$ cat config.mk
export PLATFORM = sky130hd
export DESIGN_NAME = trigger_capture_flat
export DESIGN_NICKNAME = d
export VERILOG_FILES = /design/src/rtl/trigger_capture_if.sv /design/src/rtl/trigger_capture.sv /design/src/flat_wrapper.sv
export SDC_FILE = /design/constraint.sdc
export NUM_CORES = 1
export LEC_CHECK = 0
export BUFFER_PORTS_ARGS = -buffer_cell sky130_fd_sc_hd__buf_2
export CORE_MARGIN = 1.5
export CORE_UTILIZATION = 54
export CTS_BUF_LIST = sky130_fd_sc_hd__clkbuf_4
export CTS_CLUSTER_SIZE = 28
export DETAILED_ROUTE_END_ITERATION = 16
export PLACE_DENSITY_LB_ADDON = 0.12
export SYNTH_ARGS = -nofsm -noshare
export SYNTH_HDL_FRONTEND = slang
export SYNTH_SLANG_ARGS = --single-unit
$ cat constraint.sdc
create_clock -name clk -period 3 [get_ports clk]
set_clock_uncertainty 0.15 [all_clocks]
set_input_delay 0.6 -clock clk [delete_from_list [all_inputs] [get_ports clk]]
set_output_delay 0.6 -clock clk [all_outputs]
set_load 0.02 [all_outputs]
$ cat src/rtl/trigger_capture_if.sv
`default_nettype none
// ============================================================================
//  Module   : trigger_capture_if
//  Purpose  : Bundles the sample stream, trigger controls and RAM write
//             port of the trigger capture controller.
//  Revision : 1.0 - initial release
// ============================================================================
interface trigger_capture_if #(
  parameter int DATA_W = 12,
  parameter int ADDR_W = 10
);
  logic [DATA_W-1:0] sample_in;
  logic              sample_valid;
  logic [DATA_W-1:0] trig_level;
  logic              trig_falling;
  logic              auto_mode;
  logic              rearm;
  logic              wr_en;
  logic [ADDR_W-1:0] wr_addr;
  logic [DATA_W-1:0] wr_data;
  logic [ADDR_W-1:0] trig_addr;
  logic              capture_done;
  logic              armed;
  logic              auto_fired;

  // Source side: ADC channel and control registers
  modport master (
    output sample_in, sample_valid, trig_level, trig_falling, auto_mode, rearm,
    input  wr_en, wr_addr, wr_data, trig_addr, capture_done, armed, auto_fired
  );

  // Capture controller side
  modport slave (
    input  sample_in, sample_valid, trig_level, trig_falling, auto_mode, rearm,
    output wr_en, wr_addr, wr_data, trig_addr, capture_done, armed, auto_fired
  );
endinterface
`default_nettype wire

$ cat src/rtl/trigger_capture.sv
`default_nettype none
// ============================================================================
//  Module   : trigger_capture
//  Purpose  : Circular-buffer capture controller. Keeps PRE_DEPTH samples of
//             history, waits for a level crossing (or auto timeout), records
//             the post-trigger window and freezes the buffer until re-armed.
//  Revision : 1.0 - initial release
// ============================================================================
module trigger_capture #(
  parameter int DATA_W       = 12,
  parameter int ADDR_W       = 10,
  parameter int PRE_DEPTH    = 320,
  parameter int AUTO_TIMEOUT = 5000000
) (
  input wire logic         clk,
  input wire logic         reset_n,
  trigger_capture_if.slave bus
);

  localparam int TMO_W = (AUTO_TIMEOUT > 1) ? $clog2(AUTO_TIMEOUT) : 1;
  localparam logic [TMO_W-1:0]  c_TMO_LAST  = TMO_W'(AUTO_TIMEOUT - 1);
  localparam logic [ADDR_W-1:0] c_PRE_DEPTH = ADDR_W'(PRE_DEPTH);
  // Post window includes the trigger sample itself
  localparam logic [ADDR_W-1:0] c_POST_LEN  = ADDR_W'((1 << ADDR_W) - PRE_DEPTH);

  typedef enum logic [1:0] {
    S_FILL  = 2'd0,
    S_ARMED = 2'd1,
    S_POST  = 2'd2,
    S_DONE  = 2'd3
  } state_t;

  state_t r_state, w_state_nxt;

  logic [ADDR_W-1:0] r_ptr, w_ptr_nxt;
  logic [ADDR_W-1:0] r_pre_cnt, w_pre_nxt;
  logic [ADDR_W-1:0] r_post_cnt, w_post_nxt;
  logic [TMO_W-1:0]  r_tmo, w_tmo_nxt;
  logic              r_force, w_force_nxt;
  logic [DATA_W-1:0] r_prev, w_prev_nxt;

  logic              r_wr_en, w_wr_en_nxt;
  logic [ADDR_W-1:0] r_wr_addr, w_wr_addr_nxt;
  logic [DATA_W-1:0] r_wr_data, w_wr_data_nxt;
  logic [ADDR_W-1:0] r_trig_addr, w_trig_addr_nxt;
  logic              r_done, w_done_nxt;
  logic              r_armed, w_armed_nxt;
  logic              r_auto_fired, w_auto_fired_nxt;

  logic w_valid;
  logic w_write;
  logic w_cross;
  logic w_forced;

  assign w_valid  = bus.sample_valid;
  assign w_write  = w_valid && (r_state != S_DONE);
  // Unsigned level crossing against the previously written sample
  assign w_cross  = bus.trig_falling
                  ? ((r_prev > bus.trig_level) && (bus.sample_in <= bus.trig_level))
                  : ((r_prev < bus.trig_level) && (bus.sample_in >= bus.trig_level));
  // Force only honoured while auto mode is still enabled
  assign w_forced = r_force && bus.auto_mode;

  // Next-state, write-path and registered-output computation
  always_comb begin
    w_state_nxt      = r_state;
    w_ptr_nxt        = r_ptr;
    w_pre_nxt        = r_pre_cnt;
    w_post_nxt       = r_post_cnt;
    w_tmo_nxt        = '0;
    w_force_nxt      = 1'b0;
    w_prev_nxt       = r_prev;
    w_wr_en_nxt      = 1'b0;
    w_wr_addr_nxt    = r_wr_addr;
    w_wr_data_nxt    = r_wr_data;
    w_trig_addr_nxt  = r_trig_addr;
    w_auto_fired_nxt = r_auto_fired;

    if (w_write) begin
      w_wr_en_nxt   = 1'b1;
      w_wr_addr_nxt = r_ptr;
      w_wr_data_nxt = bus.sample_in;
      w_ptr_nxt     = r_ptr + ADDR_W'(1);
      w_prev_nxt    = bus.sample_in;
    end

    case (r_state)
      S_FILL: begin
        if (w_valid) begin
          w_pre_nxt = r_pre_cnt + ADDR_W'(1);
          if (w_pre_nxt == c_PRE_DEPTH) begin
            w_state_nxt = S_ARMED;
          end
        end
      end
      S_ARMED: begin
        // Timeout counter saturates at its last value once force is set
        if (bus.auto_mode) begin
          if (r_tmo == c_TMO_LAST) begin
            w_tmo_nxt   = r_tmo;
            w_force_nxt = 1'b1;
          end else begin
            w_tmo_nxt   = r_tmo + TMO_W'(1);
          end
        end
        if (w_valid && (w_cross || w_forced)) begin
          w_trig_addr_nxt  = r_ptr;
          w_post_nxt       = ADDR_W'(1);
          w_auto_fired_nxt = !w_cross;
          w_state_nxt      = (c_POST_LEN == ADDR_W'(1)) ? S_DONE : S_POST;
        end
      end
      S_POST: begin
        if (w_valid) begin
          w_post_nxt = r_post_cnt + ADDR_W'(1);
          if (w_post_nxt == c_POST_LEN) begin
            w_state_nxt = S_DONE;
          end
        end
      end
      S_DONE: begin
        if (bus.rearm) begin
          w_state_nxt      = S_FILL;
          w_pre_nxt        = '0;
          w_auto_fired_nxt = 1'b0;
        end
      end
      default: w_state_nxt = S_FILL;
    endcase

    w_done_nxt  = (w_state_nxt == S_DONE);
    w_armed_nxt = (w_state_nxt == S_ARMED);
  end

  // State register
  always_ff @(posedge clk) begin
    if (!reset_n) begin
      r_state <= S_FILL;
    end else begin
      r_state <= w_state_nxt;
    end
  end

  // Datapath counters and registered outputs
  always_ff @(posedge clk) begin
    if (!reset_n) begin
      r_ptr        <= '0;
      r_pre_cnt    <= '0;
      r_post_cnt   <= '0;
      r_tmo        <= '0;
      r_force      <= 1'b0;
      r_prev       <= '0;
      r_wr_en      <= 1'b0;
      r_wr_addr    <= '0;
      r_wr_data    <= '0;
      r_trig_addr  <= '0;
      r_done       <= 1'b0;
      r_armed      <= 1'b0;
      r_auto_fired <= 1'b0;
    end else begin
      r_ptr        <= w_ptr_nxt;
      r_pre_cnt    <= w_pre_nxt;
      r_post_cnt   <= w_post_nxt;
      r_tmo        <= w_tmo_nxt;
      r_force      <= w_force_nxt;
      r_prev       <= w_prev_nxt;
      r_wr_en      <= w_wr_en_nxt;
      r_wr_addr    <= w_wr_addr_nxt;
      r_wr_data    <= w_wr_data_nxt;
      r_trig_addr  <= w_trig_addr_nxt;
      r_done       <= w_done_nxt;
      r_armed      <= w_armed_nxt;
      r_auto_fired <= w_auto_fired_nxt;
    end
  end

  assign bus.wr_en        = r_wr_en;
  assign bus.wr_addr      = r_wr_addr;
  assign bus.wr_data      = r_wr_data;
  assign bus.trig_addr    = r_trig_addr;
  assign bus.capture_done = r_done;
  assign bus.armed        = r_armed;
  assign bus.auto_fired   = r_auto_fired;

endmodule
`default_nettype wire

$ cat src/flat_wrapper.sv
// flat-port wrapper written by rule: the top's interface ports become plain ports
module trigger_capture_flat 
#(
  parameter int DATA_W       = 12,
  parameter int ADDR_W       = 10,
  parameter int PRE_DEPTH    = 320,
  parameter int AUTO_TIMEOUT = 5000000
)
  (clk, reset_n, bus_sample_in, bus_sample_valid, bus_trig_level, bus_trig_falling, bus_auto_mode, bus_rearm, bus_wr_en, bus_wr_addr, bus_wr_data, bus_trig_addr, bus_capture_done, bus_armed, bus_auto_fired);
  trigger_capture_if #(.DATA_W(DATA_W), .ADDR_W(ADDR_W)) bus_i ();
  input wire logic clk;
  input wire logic reset_n;
  input wire logic [$bits(bus_i.sample_in)-1:0] bus_sample_in;
  input wire logic [$bits(bus_i.sample_valid)-1:0] bus_sample_valid;
  input wire logic [$bits(bus_i.trig_level)-1:0] bus_trig_level;
  input wire logic [$bits(bus_i.trig_falling)-1:0] bus_trig_falling;
  input wire logic [$bits(bus_i.auto_mode)-1:0] bus_auto_mode;
  input wire logic [$bits(bus_i.rearm)-1:0] bus_rearm;
  output wire logic [$bits(bus_i.wr_en)-1:0] bus_wr_en;
  output wire logic [$bits(bus_i.wr_addr)-1:0] bus_wr_addr;
  output wire logic [$bits(bus_i.wr_data)-1:0] bus_wr_data;
  output wire logic [$bits(bus_i.trig_addr)-1:0] bus_trig_addr;
  output wire logic [$bits(bus_i.capture_done)-1:0] bus_capture_done;
  output wire logic [$bits(bus_i.armed)-1:0] bus_armed;
  output wire logic [$bits(bus_i.auto_fired)-1:0] bus_auto_fired;
  assign bus_i.sample_in = bus_sample_in;
  assign bus_i.sample_valid = bus_sample_valid;
  assign bus_i.trig_level = bus_trig_level;
  assign bus_i.trig_falling = bus_trig_falling;
  assign bus_i.auto_mode = bus_auto_mode;
  assign bus_i.rearm = bus_rearm;
  assign bus_wr_en = bus_i.wr_en;
  assign bus_wr_addr = bus_i.wr_addr;
  assign bus_wr_data = bus_i.wr_data;
  assign bus_trig_addr = bus_i.trig_addr;
  assign bus_capture_done = bus_i.capture_done;
  assign bus_armed = bus_i.armed;
  assign bus_auto_fired = bus_i.auto_fired;
  trigger_capture #(.DATA_W(DATA_W), .ADDR_W(ADDR_W), .PRE_DEPTH(PRE_DEPTH), .AUTO_TIMEOUT(AUTO_TIMEOUT)) u_core (.clk(clk), .reset_n(reset_n), .bus(bus_i));
endmodule
; Yosys cells after proc, flatten, opt, wreduce, memory -nomap -nowiden
; Cells that the tools add are included.
[op_classes]
addsub = 4
order_cmp = 4
eq_ne = 13
muxes = 19
reduce_logical = 16
[op_table]
columns = operator, n
row1 = $mux W10, 4
row2 = $pmux W10 S2, 2
row3 = $add A10 B1 Y10 const B, 3
row4 = $add A23 B1 Y23 const B, 1
row5 = $eq A23 B23 Y1 const B, 1
row6 = $ge A12 B12 Y1, 1
row7 = $gt A12 B12 Y1, 1
row8 = $le A12 B12 Y1, 1
row9 = $lt A12 B12 Y1, 1
row10 = $mux W2, 6
row11 = $reduce_and A3 Y1, 4
row12 = $eq A10 B10 Y1 const B, 1
row13 = $eq A10 B9 Y1 const B, 1
row14 = $ne A2 B2 Y1 const B, 4
row15 = $pmux W2 S4, 1
row16 = $eq A2 B2 Y1 const B, 3
row17 = $reduce_bool A2 Y1, 3
row18 = $logic_and A1 B1 Y1, 5
row19 = $mux W1, 5
row20 = $eq A2 B1 Y1 const B, 2
row21 = $logic_not A2 Y1, 1
row22 = $ne A2 B1 Y1 const B, 1
row23 = $pmux W1 S2, 1
row24 = $reduce_and A2 Y1, 1
row25 = other kinds (2), 2
[totals]
register_bits = 92
output_inout_bits = 36

; Logic depth before layout (Yosys ltp)
[logic_depth]
word_depth = 8
mapped_depth = 11
ltp_nobuf = 10

; Worst setup path after synthesis
; OpenSTA, ideal clock, no wires.
[synth_timing]
path_type = input-to-reg
start = input port bus_trig_level[5]
end = register u_core.r_post_cnt[2]
arrival_ns = 2.599
slack_ns = 0.135
stages = 10
path_buffers = 0
path_cell_list = inv_1 ha_1 a21oi_2 o21ai_1 a221o_1 a21oi_2 or3b_4 a41oi_4 o221ai_2 and3b_1
[synth_via]
elab_chain_cells = 7
[synth_lines]
columns = item, line
row1 = from (decl), flat_wrapper.sv:15  ; input wire logic [$bits(bus_i.trig_level)-1:0] bus_trig_level;
row2 = $lt A12 B12 Y1 (tied with other cells), trigger_capture.sv:60  ; : ((r_prev < bus.trig_level) && (bus.sample_in >= bus.trig_level));
row3 = "$logic_and A1 B1 Y1, on equally long branches", "trigger_capture.sv:60, trigger_capture.sv:59"
row4 = $mux W1 *, trigger_capture.sv:59  ; ? ((r_prev > bus.trig_level) && (bus.sample_in <= bus.trig_level))
row5 = $logic_or A1 B1 Y1 *, trigger_capture.sv:106  ; if (w_valid && (w_cross || w_forced)) begin
row6 = $logic_and A1 B1 Y1 *, trigger_capture.sv:106
row7 = $ne A2 B1 Y1 (no line) *, --
row8 = $reduce_and A3 Y1 (no line) *, --
row9 = to (signal assigned), trigger_capture.sv:163  ; r_post_cnt <= w_post_nxt;
row10 = to (decl), trigger_capture.sv:37  ; logic [ADDR_W-1:0] r_post_cnt, w_post_nxt;
; Every way passes the cells marked *; elsewhere a longest branch is shown, timed or not.
; A chain may end at the register's enable or synchronous reset.

; Final worst setup path
[layout_timing]
start = register u_core.r_prev[5]
end = register u_core.r_post_cnt[2]
[layout_via]
elab_chain_cells = 7
[layout_lines]
columns = item, line
row1 = from (decl), trigger_capture.sv:40  ; logic [DATA_W-1:0] r_prev, w_prev_nxt;
row2 = from (signal assigned), trigger_capture.sv:166  ; r_prev <= w_prev_nxt;
row3 = $lt A12 B12 Y1 / $gt A12 B12 Y1 (equally long branches), "trigger_capture.sv:60, trigger_capture.sv:59"
row4 = "$logic_and A1 B1 Y1, on equally long branches", "trigger_capture.sv:60, trigger_capture.sv:59"
row5 = $mux W1 *, trigger_capture.sv:59
row6 = $logic_or A1 B1 Y1 *, trigger_capture.sv:106
row7 = $logic_and A1 B1 Y1 *, trigger_capture.sv:106
row8 = $ne A2 B1 Y1 (no line) *, --
row9 = $reduce_and A3 Y1 (no line) *, --
; Marked as above.

==> qor.csv <==
metric,value,unit
fin_nets,692,
dp_hpwl,7210,um
seqPwrFrac,59.1,%
path_common_cell,a21oi_2,
cp_num_buf_inv,0,
cp_slowest_cell,or3b_4,
rr_startpoint,u_core.r_prev[5],
cts_tree,yes,
cts_resized,0,
grt_pass1_wl,16200,um
power_density,402,nW/um2
path_max_fanout,8,
drtIter0Drc,206,
nFillCells,755,
dr.pass1.iters,4,
rsz0062_at_grt,false,
ys_warn_count,0,
dr.max_layer_used,met4,
critPathTopFamily,compound AO/OA/AOI/OAI gates,
die_w,96.3,um
ys_seq_area_share,39.2,%
wl_met2,4530,um
synthCells,572,
min_to,u_core.r_prev[4],
core,8340,um2
rows,33,
maxCapViolCount,0,
async_flop_share,0,%
p_int,1520,uW
critPathLaunchType,register,
synth.cell_area,4700,um2
cts_htree_levels,3,
power_switching_share,28.5,%
timing.fmax,0.364,GHz
power_leakage,0.00212,uW
required,3.22,ns
num_io_pins,66,
comb_power_share,9.8,%
post-route-min-period,2.74,ns
ys_ff_latch,92,
drive_gt1_share,16.6,%
grt_pass1_vias,3625,
crit_chain,ha_1 > a21oi_2 > o21ai_1 > a221o_1 > a21oi_2 > or3b_4 > a41oi_4 > o221ai_2 > and3b_1,
max-slew-margin-rel,61.7,%
synth_edf_count,0,
utilization,63.3,%
finalNonFillerCells,744,
totalNegativeSetupSlack,0,ns
vdd_drop_max,0.217,mV
cp_slowest_stage_delay,0.42,ns
fin_crit_sh,91.5,%
cp.depth,9,
initial_core_util,56.3,%
avgSynthCellArea,8.21,um2
gr-total-overflow,0,
gp_congestion,0.872,
hp-class,input pin to register,
switchingPower,604,uW
synth_nets,630,
postCtsHoldBufs,0,
grt_max_degree,47,
clk-insertion-delay-late,0.46,ns
crit_arrival,2.96,ns
worstSetupPathType,register to register,
clkPwrFrac,31.1,%
drc,0,
post_cts_buffers,0,
reg2reg_depth,9,
hold_depth,3,
vias_per_cell,5.40,
die_area,9270,um2
cts_made_buffers,9,
synth.distinct_cells,59,
routed-via-count,4014,
setup_viol,0,
rrSetupSlack,0.26,ns
postRouteAntennaNets,0,
met1Wirelength,4760,um
antenna_found_initial,0,
clk_pin_slew,0.16,ns
die_h,96.3,um
ctsLongestPathBuffers,2,
clock-root-buffer,clkbuf_4,
antenna_cells,0,
cts_sinks,92,
syn2layout_area_growth,12.4,%
track_usage,22.5,%
drv_slew,0,
hp-start,bus_sample_in[4],
status,completed,
routed_wl,9770,um
wl_met3,326,um
portBuffers,65,
drt-wirelength-per-cell,13.1,um
tightestPinTransition,0.573,ns
yosys_most_used_dff,dfxtp_1,
end_kind,register,
hold_viol,0,
reg2reg_to,u_core.r_post_cnt[2],
dp_cells,728,
[logic make-up (layout without fill, tap and decap cells)]
| logic type | count (synthesis) | in the layout | share of synthesized area (%) |
|---|---|---|---|
| buffers and inverters | 44 | 111 | 3.62 |
| adders and majority gates | 28 | 28 | 7.46 |
| muxes | 1 | 1 | 0.213 |
| DFF | 92 | 92 | 39.2 |
| and+or+nand+nor | 262 | 262 | 27.8 |
| xor gates and xnor gates | 30 | 30 | 5.59 |
| AOI/OAI and AO/OA | 115 | 115 | 16.1 |
[metal layers]
metal	track usage [%]	up-vias
met5	0	-
met4	9.68	0
met3	3.71	11
met2	36.7	60
met1	29.2	1838
li1	-	2105
[synthesized netlist by cell type, types with 2 or more instances]
| cell | instances | area, um2 |
|---|---|---|
| nand2_1 | 97 | 364 |
| dfxtp_1 | 92 | 1840 |
| nor2_1 | 43 | 161 |
| o21ai_0 | 35 | 175 |
| nand3_1 | 33 | 165 |
| a21boi_0 | 28 | 210 |
| ha_1 | 28 | 350 |
| clkbuf_1 | 20 | 75.1 |
| inv_1 | 20 | 75.1 |
| a21oi_1 | 19 | 95.1 |
| xnor2_1 | 19 | 166 |
| and2_1 | 15 | 93.8 |
| and3_1 | 13 | 81.3 |
| nand4_1 | 12 | 75.1 |
| xor2_1 | 11 | 96.3 |
| nor3_1 | 8 | 40.0 |
| a31oi_1 | 7 | 43.8 |
| nor2b_1 | 7 | 43.8 |
| or3_1 | 7 | 43.8 |
| nand2b_1 | 4 | 25.0 |
| a21oi_2 | 3 | 26.3 |
| buf_2 | 3 | 15.0 |
| o21a_1 | 3 | 22.5 |
| o31ai_1 | 3 | 22.5 |
| a21boi_1 | 2 | 15.0 |
| a22oi_1 | 2 | 15.0 |
| and3b_1 | 2 | 17.5 |
| and4_1 | 2 | 17.5 |
| nand3b_1 | 2 | 15.0 |
| o21ai_1 | 2 | 10.0 |
| or4b_1 | 2 | 20.0 |
[stage by stage]
stage / setup WS, ns / total power [uW] / instance area, um2 / hold WS (ns)
2_1_floorplan: 0.135 / 1410 / 4700 / 0.281
3_5_place_dp: -0.123 / 1490 / 5150 / 0.304
5_1_grt: 0.0773 / 2230 / 5280 / 0.196
6_report: 0.256 / 2120 / 5280 / 0.239
4_1_cts: 0.248 / 2150 / 5280 / 0.207
3_3_place_gp: -0.0579 / 1480 / 5150 / 0.296
[worst register-to-register path: cells and delay by family (launching register included)]
kind | cells | cell delay, ns
flip-flops | 1 | 0.36
AO/OA/AOI/OAI | 6 | 1.21
AND/OR/NAND/NOR | 2 | 0.61
adder cells (fa/ha/maj) | 1 | 0.32
[sequential cells by signal (all words and copies together) (netlist names)]
name	cells
u_core.bus.capture_done	1
u_core.bus.auto_fired	1
u_core.r_post_cnt	10
u_core.r_state	2
u_core.bus.trig_addr	10
u_core.bus.armed	1
u_core.r_tmo	23
u_core.r_ptr	10
u_core.r_prev	12
u_core.r_pre_cnt	10
u_core.bus.wr_en	1
u_core.bus.wr_addr	10
u_core.r_force	1
[power groups by stage]
| stage | clock network [uW] | logic (uW) | registers [uW] |
|---|---|---|---|
| 6_report | 659 | 209 | 1250 |
| 5_1_grt | 741 | 237 | 1260 |
| 4_1_cts | 690 | 210 | 1250 |
| 3_5_place_dp | 0 | 210 | 1280 |
| 3_3_place_gp | 0 | 203 | 1280 |
| 2_1_floorplan | 0 | 124 | 1290 |
[final cells by class]
type / count / area [um2] / share of cell area (%)
clock buffer: 9 / 67.6 / 1.28
clock inverter: 7 / 63.8 / 1.21
inverter: 20 / 75.1 / 1.42
multi-input combinational: 436 / 2690 / 50.9
sequential: 92 / 1840 / 34.9
tap: 105 / 131 / 2.49
timing repair buffer: 75 / 413 / 7.82
[cell usage in the layout, fill, tap and decap left out, types with 4 or more instances in the layout]
| cell type | n |
|---|---|
| nand2_1 | 97 |
| dfxtp_1 | 92 |
| buf_2 | 65 |
| nor2_1 | 43 |
| o21ai_0 | 35 |
| nand3_1 | 33 |
| a21boi_0 | 28 |
| ha_1 | 28 |
| inv_1 | 20 |
| xnor2_1 | 19 |
| a21oi_1 | 19 |
| and2_1 | 15 |
| and3_1 | 13 |
| nand4_1 | 12 |
| xor2_1 | 11 |
| clkbuf_4 | 9 |
| buf_4 | 9 |
| nor3_1 | 8 |
| nor2b_1 | 7 |
| or3_1 | 7 |
| a31oi_1 | 7 |
| nand2b_1 | 4 |
[how the worst max path moves through the flow]
stage | to | from | slack (ns)
3_3_place_gp | u_core.r_post_cnt[2] | bus_trig_level[5] | -0.06
3_5_place_dp | u_core.r_post_cnt[3] | bus_trig_level[7] | -0.12
6_report | u_core.r_post_cnt[2] | u_core.r_prev[5] | 0.26
2_1_floorplan | u_core.r_post_cnt[2] | bus_trig_level[5] | 0.14
5_1_grt | u_core.r_post_cnt[3] | u_core.r_prev[5] | 0.08
4_1_cts | u_core.r_post_cnt[2] | u_core.r_prev[5] | 0.25
Power figures use the tool's default switching activity.
